--- src/rtl/pe_pkg.sv ---
// Shared types and defaults for the PE operand sequencer.
package pe_pkg;
  localparam int DATA_W_DEF = 32;
  localparam int ADDR_W_DEF = 10;

  typedef logic [31:0] vec_len_t;

  typedef enum logic [1:0] {
    IDLE,
    FETCH,
    STREAM,
    FINISH
  } seq_state_t;
endpackage

--- src/rtl/vec_addr_gen.sv ---
// Per-vector read address register: loads base on start and advances on each issued read.
// With STRIDE_EN defined, the step is a stride latched on start; otherwise it is 1.
module vec_addr_gen
  import pe_pkg::*;
#(
  parameter int ADDR_W = ADDR_W_DEF
) (
  input  logic              clk,
  input  logic              rst,
  input  logic              load,
  input  logic              advance,
  input  logic [ADDR_W-1:0] base,
`ifdef STRIDE_EN
  input  logic [ADDR_W-1:0] stride,
`endif
  output logic [ADDR_W-1:0] addr
);
  logic [ADDR_W-1:0] addr_q, addr_d;
  logic [ADDR_W-1:0] step;

`ifdef STRIDE_EN
  logic [ADDR_W-1:0] stride_q, stride_d;

  always_comb begin
    stride_d = stride_q;
    if (load) stride_d = stride;
  end

  always_ff @(posedge clk) begin
    if (rst) stride_q <= '0;
    else     stride_q <= stride_d;
  end

  assign step = stride_q;
`else
  assign step = ADDR_W'(1);
`endif

  // Addition wraps naturally at 2^ADDR_W.
  always_comb begin
    addr_d = addr_q;
    if (load)         addr_d = base;
    else if (advance) addr_d = addr_q + step;
  end

  always_ff @(posedge clk) begin
    if (rst) addr_q <= '0;
    else     addr_q <= addr_d;
  end

  assign addr = addr_q;
endmodule

--- src/rtl/pe_operand_sequencer.sv ---
// Streams two operand vectors from synchronous-read memories into the PE and captures the dot product.
// Optional STRIDE_EN adds per-vector address strides latched on start.
module pe_operand_sequencer
  import pe_pkg::*;
#(
  parameter int DATA_W = DATA_W_DEF,
  parameter int ADDR_W = ADDR_W_DEF
) (
  input  logic              clk,
  input  logic              rst,
  input  logic              start,
  input  vec_len_t          length,
  input  logic [ADDR_W-1:0] left_base,
  input  logic [ADDR_W-1:0] right_base,
`ifdef STRIDE_EN
  input  logic [ADDR_W-1:0] left_stride,
  input  logic [ADDR_W-1:0] right_stride,
`endif
  output logic              busy,
  output logic              done,
  output logic [DATA_W-1:0] dot_result,
  output logic              mem_en,
  output logic [ADDR_W-1:0] left_addr,
  output logic [ADDR_W-1:0] right_addr,
  input  logic [DATA_W-1:0] left_rdata,
  input  logic [DATA_W-1:0] right_rdata,
  output logic              pe_active,
  output logic              pe_vec_fin,
  output logic [DATA_W-1:0] pe_left,
  output logic [DATA_W-1:0] pe_right,
  input  logic              pe_step_fin,
  input  logic [DATA_W-1:0] pe_result
);
  seq_state_t        state_q, state_d;
  vec_len_t          len_q, len_d;
  vec_len_t          issue_q, issue_d;
  vec_len_t          acc_q, acc_d;
  logic [DATA_W-1:0] dot_q, dot_d;
  logic              zdone_q, zdone_d;
  logic              load, accept, last;

  // State register
  always_ff @(posedge clk) begin
    if (rst) state_q <= IDLE;
    else     state_q <= state_d;
  end

  // Next-state logic
  always_comb begin
    state_d = state_q;
    case (state_q)
      IDLE:    if (start && (length != '0)) state_d = FETCH;
      FETCH:   state_d = STREAM;
      STREAM:  if (pe_step_fin && last) state_d = FINISH;
      FINISH:  state_d = IDLE;
      default: state_d = IDLE;
    endcase
  end

  // Output / control decode
  always_comb begin
    busy       = (state_q != IDLE);
    pe_active  = (state_q == STREAM);
    last       = (acc_q == (len_q - 32'd1));
    pe_vec_fin = pe_active && last;
    accept     = pe_active && pe_step_fin;
    // Stalls drop mem_en so the memories keep presenting the current operands.
    mem_en     = (state_q == FETCH) || (accept && (issue_q < len_q));
    load       = (state_q == IDLE) && start && (length != '0);
    done       = (state_q == FINISH) || zdone_q;
  end

  assign pe_left    = left_rdata;
  assign pe_right   = right_rdata;
  assign dot_result = dot_q;

  // Counters and result capture
  always_comb begin
    len_d   = len_q;
    issue_d = issue_q;
    acc_d   = acc_q;
    dot_d   = dot_q;
    zdone_d = (state_q == IDLE) && start && (length == '0);
    if (load) begin
      len_d   = length;
      issue_d = '0;
      acc_d   = '0;
    end
    if (mem_en) issue_d = issue_q + 32'd1;
    if (accept) begin
      acc_d = acc_q + 32'd1;
      if (last) dot_d = pe_result;
    end
    if (zdone_d) dot_d = '0;
  end

  always_ff @(posedge clk) begin
    if (rst) begin
      len_q   <= '0;
      issue_q <= '0;
      acc_q   <= '0;
      dot_q   <= '0;
      zdone_q <= 1'b0;
    end else begin
      len_q   <= len_d;
      issue_q <= issue_d;
      acc_q   <= acc_d;
      dot_q   <= dot_d;
      zdone_q <= zdone_d;
    end
  end

  vec_addr_gen #(.ADDR_W(ADDR_W)) u_left_ag (
    .clk     (clk),
    .rst     (rst),
    .load    (load),
    .advance (mem_en),
    .base    (left_base),
`ifdef STRIDE_EN
    .stride  (left_stride),
`endif
    .addr    (left_addr)
  );

  vec_addr_gen #(.ADDR_W(ADDR_W)) u_right_ag (
    .clk     (clk),
    .rst     (rst),
    .load    (load),
    .advance (mem_en),
    .base    (right_base),
`ifdef STRIDE_EN
    .stride  (right_stride),
`endif
    .addr    (right_addr)
  );
endmodule

--- config.mk ---
export PLATFORM = sky130hd
export DESIGN_NAME = pe_operand_sequencer
export DESIGN_NICKNAME = d
export VERILOG_FILES = /design/src/rtl/pe_pkg.sv /design/src/rtl/vec_addr_gen.sv /design/src/rtl/pe_operand_sequencer.sv
export SDC_FILE = /design/constraint.sdc
export NUM_CORES = 1
export LEC_CHECK = 0
export ABC_AREA = 1
export BUFFER_PORTS_ARGS = -buffer_cell sky130_fd_sc_hd__buf_2
export CAP_MARGIN = 20
export CORE_ASPECT_RATIO = 0.8
export CORE_MARGIN = 2
export CORE_UTILIZATION = 35
export CTS_BUF_LIST = sky130_fd_sc_hd__clkbuf_4 sky130_fd_sc_hd__clkbuf_8
export DETAILED_ROUTE_END_ITERATION = 16
export GPL_ROUTABILITY_DRIVEN = 0
export HOLD_SLACK_MARGIN = 0.02
export MAX_ROUTING_LAYER = met4
export PLACE_DENSITY = 0.62
export SLEW_MARGIN = 20
export SYNTH_ARGS = -nofsm -noshare
export SYNTH_HDL_FRONTEND = slang
export SYNTH_HIERARCHICAL = 1
export SYNTH_SLANG_ARGS = --single-unit
--- constraint.sdc ---
create_clock -name clk -period 3.3 [get_ports clk]
set_input_delay 0.825 -clock clk [delete_from_list [all_inputs] [get_ports clk]]
set_output_delay 0.825 -clock clk [all_outputs]
set_load 0.005 [all_outputs]
== Word level (Yosys, flattened, before mapping) ==
Cells that the tools add are included.
W data, S select, Z words.
Storage, ports and cells
  word-level logic and storage cells: 49
  input bits: 152
  output and inout bits: 121
  register bits: 151
Cells by class
  mux-type cells: 10
  equal/unequal tests: 6
  reduce and logical (&&, ||, !) cells: 19
  order comparisons: 1
  add/sub/neg operators: 5
Operators with widths (count)
  $mux W32: 3
  $add A32 B1 Y32 const B: 2
  $mux W10: 4
  $eq A32 B32 Y1: 1
  $logic_not A32 Y1: 1
  $lt A32 B32 Y1: 1
  $reduce_bool A32 Y1: 1
  $sub A32 B1 Y32 const B: 1
  $add A10 B1 Y10 const B: 2
  $logic_and A1 B1 Y1: 8
  $pmux W2 S4: 1
  $reduce_bool A2 Y1: 3
  $eq A2 B2 Y1 const B: 2
  $mux W2: 2
  $reduce_and A2 Y1: 2
  $eq A2 B1 Y1 const B: 1
  $logic_not A2 Y1: 1
  $logic_or A1 B1 Y1: 2
  $ne A2 B1 Y1 const B: 1
  $ne A2 B2 Y1 const B: 1
  $reduce_or A2 Y1: 1

== Depth between registers and ports, before layout ==
  depth in word-level cells: 6
  gate-level depth with buffers: 20
  depth with buffers taken out: 19

== Cells and area by module ==
Netlist, hierarchy kept.
Modules (own cells, without submodules)
  pe_operand_sequencer: cells each 1364, area each 9192.6 um^2, times used 1, seq. area each 2622.5 um^2
  vec_addr_gen: cells each 85, area each 600.6 um^2, times used 2, seq. area each 200.2 um^2

== Worst setup path before layout ==
Ideal clock, no wire load.
  path kind: input -> output
  start point: in pe_step_fin
  end point: out mem_en
  setup slack: 0.364 ns
  data required time: 2.475 ns
  cell stages on the path: 7
  arrival time: 2.111 ns
  path buffers: 1
  cell sequence: nand2_1 inv_1 nand3_1 nor3_1 nand2_1 nand2_1 clkbuf_1
Between the ends
  cells in the longest elaborated chain, start to end: 3
Ends and longest elaborated chain
  from (decl): line pe_operand_sequencer.sv:31  | input logic pe_step_fin,
  $logic_and A1 B1 Y1: line pe_operand_sequencer.sv:66  | accept = pe_active && pe_step_fin;
  $logic_and A1 B1 Y1: line pe_operand_sequencer.sv:68  | mem_en = (state_q == FETCH) || (accept && (issue_q < len_q));
  $logic_or A1 B1 Y1: line pe_operand_sequencer.sv:68
  to (decl): line pe_operand_sequencer.sv:22  | output logic mem_en,
Every way passes these cells.

== Worst setup path after layout ==
  start point: reg len_q[0]
  end point: out pe_vec_fin
Between the ends
  cells in the longest elaborated chain, start to end: 3
Ends and longest elaborated chain
  from (decl): line pe_operand_sequencer.sv:35  | vec_len_t len_q, len_d;
  from (signal assigned): line pe_operand_sequencer.sv:105  | len_q <= len_d;
  $sub A32 B1 Y32: line pe_operand_sequencer.sv:64  | last = (acc_q == (len_q - 32'd1));
  $eq A32 B32 Y1: line pe_operand_sequencer.sv:64
  $logic_and A1 B1 Y1: line pe_operand_sequencer.sv:65  | pe_vec_fin = pe_active && last;
  to (decl): line pe_operand_sequencer.sv:28  | output logic pe_vec_fin,
Every way passes these cells.

==> key figures <==
GRT
  • Gr ovfl total: 0
  • GRT Total Usage: 0.201
  • Global-route wire length before repair: 48.3 mm
  • Initial antenna violation count: 1
  • Vias in the first global route: 9,246
  • Largest net degree at the start of global routing: 71

Setup path
  • CP Capture Type: primary output
  • Slowest stage delay, CP: 0.34 ns
  • Worst path bufs/invs: 4
  • Reg-to-reg slack, setup: 0.56 ns
  • Worst R2R Start: len_q[7]$_SDFFE_PP0P_
  • CP Max Fanout: 5
  • Setup crit start kind: flop
  • Crit path cell chain: inv_4 -> buf_4 -> nand3_2 -> inv_2 -> nand2_1 -> xor2_1 -> nand4_1 -> nor2_1 -> nand3_1 -> nor3_4 -> buf_2
  • CP delay by family, top: simple AND/OR/NAND/NOR gates
  • Crit Path Category: flop to primary output
  • Worst Reg-to-Reg Cells: 15
  • WP depth: 11
  • Crit path DAT: 2.57 ns
  • RR Endpoint: u_right_ag/addr[8]$_SDFFE_PP0P_
  • Worst path slowest cell: dfxtp_2
  • WP data required: 2.47 ns

Die
  • Initial Util: 0.355
  • Die Wd: 197 µm
  • # IOs: 273
  • Num rows: 56
  • Die area: 31,100 µm²
  • Core box area: 29,300 µm²
  • Die span in y: 158 µm

Finish
  • Layout Cells excl Fill: 2,000
  • Final net count: 1,802
  • Final Instance Area: 11,700 µm²
  • Area Growth Syn to Fin: 12.9%
  • Layout cells sized above 1: 0.195

Placed design
  • Dpl hpwl: 22.9 mm
  • Input/output buffers: 144
  • Post-place instance area: 11,000 µm²
  • Placed cells: 1,956

Yosys
  • Sequential element share of the synthesized area: 0.291
  • Post-synth EDFFs: 0
  • Cell taking the most area after synthesis: dfxtp_1
  • Synth Instances: 1,534
  • Synth Register Bits: 151
  • Syn avg cell area: 6.78 µm²
  • Syn nets: 1,727
  • Library cells used by synthesis: 50
  • Async SR Flop Fraction: 0
  • Syn. warnings: 6
  • Post-synth top area share: 0.291
  • Synth Cell Area: 10,400 µm²
  • Synth area leaders: dfxtp_1 29%, nand2_1 12%, a21oi_1 7.2%, nand4_1 6.1%, inv_1 5.2%
  • Top_reg_cell synth: dfxtp_1

Drt
  • Total Wirelength: 30.6 mm
  • DRC errors left: 0
  • WL/cell: 15.3 µm
  • Pre-Repair DR Iteration Count: 7
  • Via count: 10,300
  • Final ANT Viol Nets: 0
  • DRT iter0 DRCs: 758
  • Drt via density: 5.16

Clock tree
  • Clock Tree Root: clkbuf_8
  • Total CTS buffers: 17
  • Max Buffers Root-to-Sink: 2
  • H-Tree Depth: 4
  • CTS tree: done
  • Latest clock arrival within the worst-skew pair: 0.48 ns
  • Worst-path clk slew: 0.09 ns
  • Clock Sink Count: 151

Timing
  • Fin. max-slew vios: 0
  • Setup violations, final: 1
  • Worst Slack Setup Final: -0.0950 ns
  • Period utilisation layout: 1.03
  • Final Hold Fails: 0
  • Period minus WS final: 3.40 ns
  • Max frequency: 0.295 GHz
  • Max-slew headroom: 0.496
  • Slew @ Worst Pin: 0.756 ns
  • Setup Skew: 0.0173 ns
  • Unrepaired setup endpoints after global routing: yes

Flow run
  • Max cap viols: 0

Pwr
  • Clk pwr share: 0.223
  • Pleak: 4.94 nW
  • Sequential power share: 0.317
  • VDD IR max: 0.000309 V
  • Total internal power: 4.08 mW
  • Sw Share: 0.449
  • Combinational Power Share: 0.461
  • Net Sw Power: 3.33 mW
  • Power per cell area: 632 nW/µm²

Outcome
  • Failing checks: setup timing
  • Status: finished with violations

Hold path
  • Worst Hold End: dot_result[3]$_SDFFE_PP0P_
  • Worst hold path class: flop to flop
  • Hold wc startpoint: dot_result[3]$_SDFFE_PP0P_
  • Worst hold stages: 2
## tightest hold or removal path, stage by stage (launching register included)
cell and delay, ns:
dfxtp_1 0.31, nand2_1 0.05, a21oi_1 0.05
## through the flow
step	power, mW	setup WS [ns]	util	setup TNS (ns)	hold WS (ns)
final	7.41	-0.0950	0.401	-0.0950	0.461
after global routing	7.96	-0.284	0.401	-0.284	0.483
after CTS	7.20	-0.170	0.393	-0.170	0.465
after detailed placement	5.48	-0.0575	0.376	-0.0575	0.450
after global placement	5.44	-0.0517	0.376	-0.0517	0.447
after floorplan	4.64	0.364	-	0	0.455
## what timing repair did
item	CTS	global route
endpoints found under the setup margin	1	2
gates resized for setup	10	49
hold endpoints to repair	0	0
pin swaps	6	11
hold buffers	0	0
buffers inserted	3	9
## layout by cell type, fill, tap and decap left out, types with 15 or more instances in the layout
| cell | Yosys | layout |
|---|---|---|
| o21ai_0 | 67 | 67 |
| dfxtp_1 | 151 | 134 |
| a21oi_1 | 149 | 149 |
| xnor2_1 | 27 | 25 |
| a22oi_1 | 18 | 18 |
| nor4_1 | 17 | 17 |
| inv_1 | 144 | 142 |
| nand2_1 | 330 | 324 |
| ha_1 | 41 | 40 |
| dfxtp_2 | 0 | 16 |
| xor2_1 | 33 | 33 |
| nor3_1 | 29 | 27 |
| buf_2 | 11 | 144 |
| nor2_4 | 7 | 17 |
| nor2_1 | 117 | 104 |
| nand4_1 | 102 | 102 |
| nor2_2 | 12 | 15 |
| nand3_1 | 77 | 76 |
| buf_4 | 64 | 31 |
| clkbuf_8 | 0 | 18 |
## power groups by stage
stage          clock network (mW)  logic, mW  registers, mW
6_report                     1.65       3.41           2.35
5_1_grt                      1.77       3.81           2.38
4_1_cts                      1.69       3.20           2.31
3_5_place_dp                    0       3.13           2.34
3_3_place_gp                    0       3.10           2.34
2_1_floorplan                   0       2.37           2.27
## synthesized netlist by cell type (4+ instances only)
| cell type | instances |
|---|---|
| nand2_1 | 330 |
| dfxtp_1 | 151 |
| a21oi_1 | 149 |
| inv_1 | 144 |
| nor2_1 | 117 |
| nand4_1 | 102 |
| nand3_1 | 77 |
| o21ai_0 | 67 |
| buf_4 | 64 |
| ha_1 | 41 |
| clkbuf_1 | 36 |
| xor2_1 | 33 |
| nor3_1 | 29 |
| xnor2_1 | 27 |
| a22oi_1 | 18 |
| nor4_1 | 17 |
| nor2_2 | 12 |
| buf_2 | 11 |
| or2_2 | 11 |
| o21bai_1 | 9 |
| nand3b_1 | 8 |
| inv_2 | 7 |
| nand2_2 | 7 |
| nor2_4 | 7 |
| buf_6 | 6 |
| a211oi_1 | 5 |
| nand3_2 | 5 |
| o21ai_1 | 5 |
| a31oi_1 | 4 |
## layout make-up
cell class | instances | area [µm²]
Fill cell | 3129 | 17600
Timing Repair Buffer | 176 | 973
Inverter | 153 | 577
Clock buffer | 19 | 255
Antenna cell | 1 | 2.50
Sequential cell | 151 | 3050
Clock inverter | 13 | 195
Multi-Input combinational cell | 1110 | 6210
Tap cell | 377 | 472
## per-layer routing
layer	share of wire	wire (µm)	up-vias	track usage
li1	-	-	5260	-
met1	0.49	15000	4699	0.278
met2	0.43	13100	320	0.298
met3	0.063	1920	33	0.0358
met4	0.019	586	0	0.0605
met5	0	0	-	-
## worst max-delay path by stage
stage | startpoint | end | slack [ns]
after floorplan | pe_step_fin | mem_en | 0.36
after global placement | len_q[0]$_SDFFE_PP0P_ | pe_vec_fin | -0.05
after detailed placement | len_q[0]$_SDFFE_PP0P_ | pe_vec_fin | -0.06
after CTS | len_q[0]$_SDFFE_PP0P_ | pe_vec_fin | -0.17
after global routing | len_q[0]$_SDFFE_PP0P_ | pe_vec_fin | -0.28
final | len_q[0]$_SDFFE_PP0P_ | pe_vec_fin | -0.1
## flip-flops by register name (all words and copies together), names as in the netlist
| register | flops |
|---|---|
| u_right_ag/addr | 10 |
| state_q | 2 |
| len_q | 32 |
| acc_q | 32 |
| dot_result | 32 |
| zdone_q | 1 |
| u_left_ag/addr | 10 |
| issue_q | 32 |
## logic make-up after synthesis
logic type / synth area share
AO/OA/AOI/OAI: 0.139
XOR/XNOR: 0.0521
adder cells (fa/ha/maj): 0.0494
buffers and inverters: 0.127
flip-flops: 0.291
AND/OR/NAND/NOR: 0.341
(Power assumes the default switching activity.)
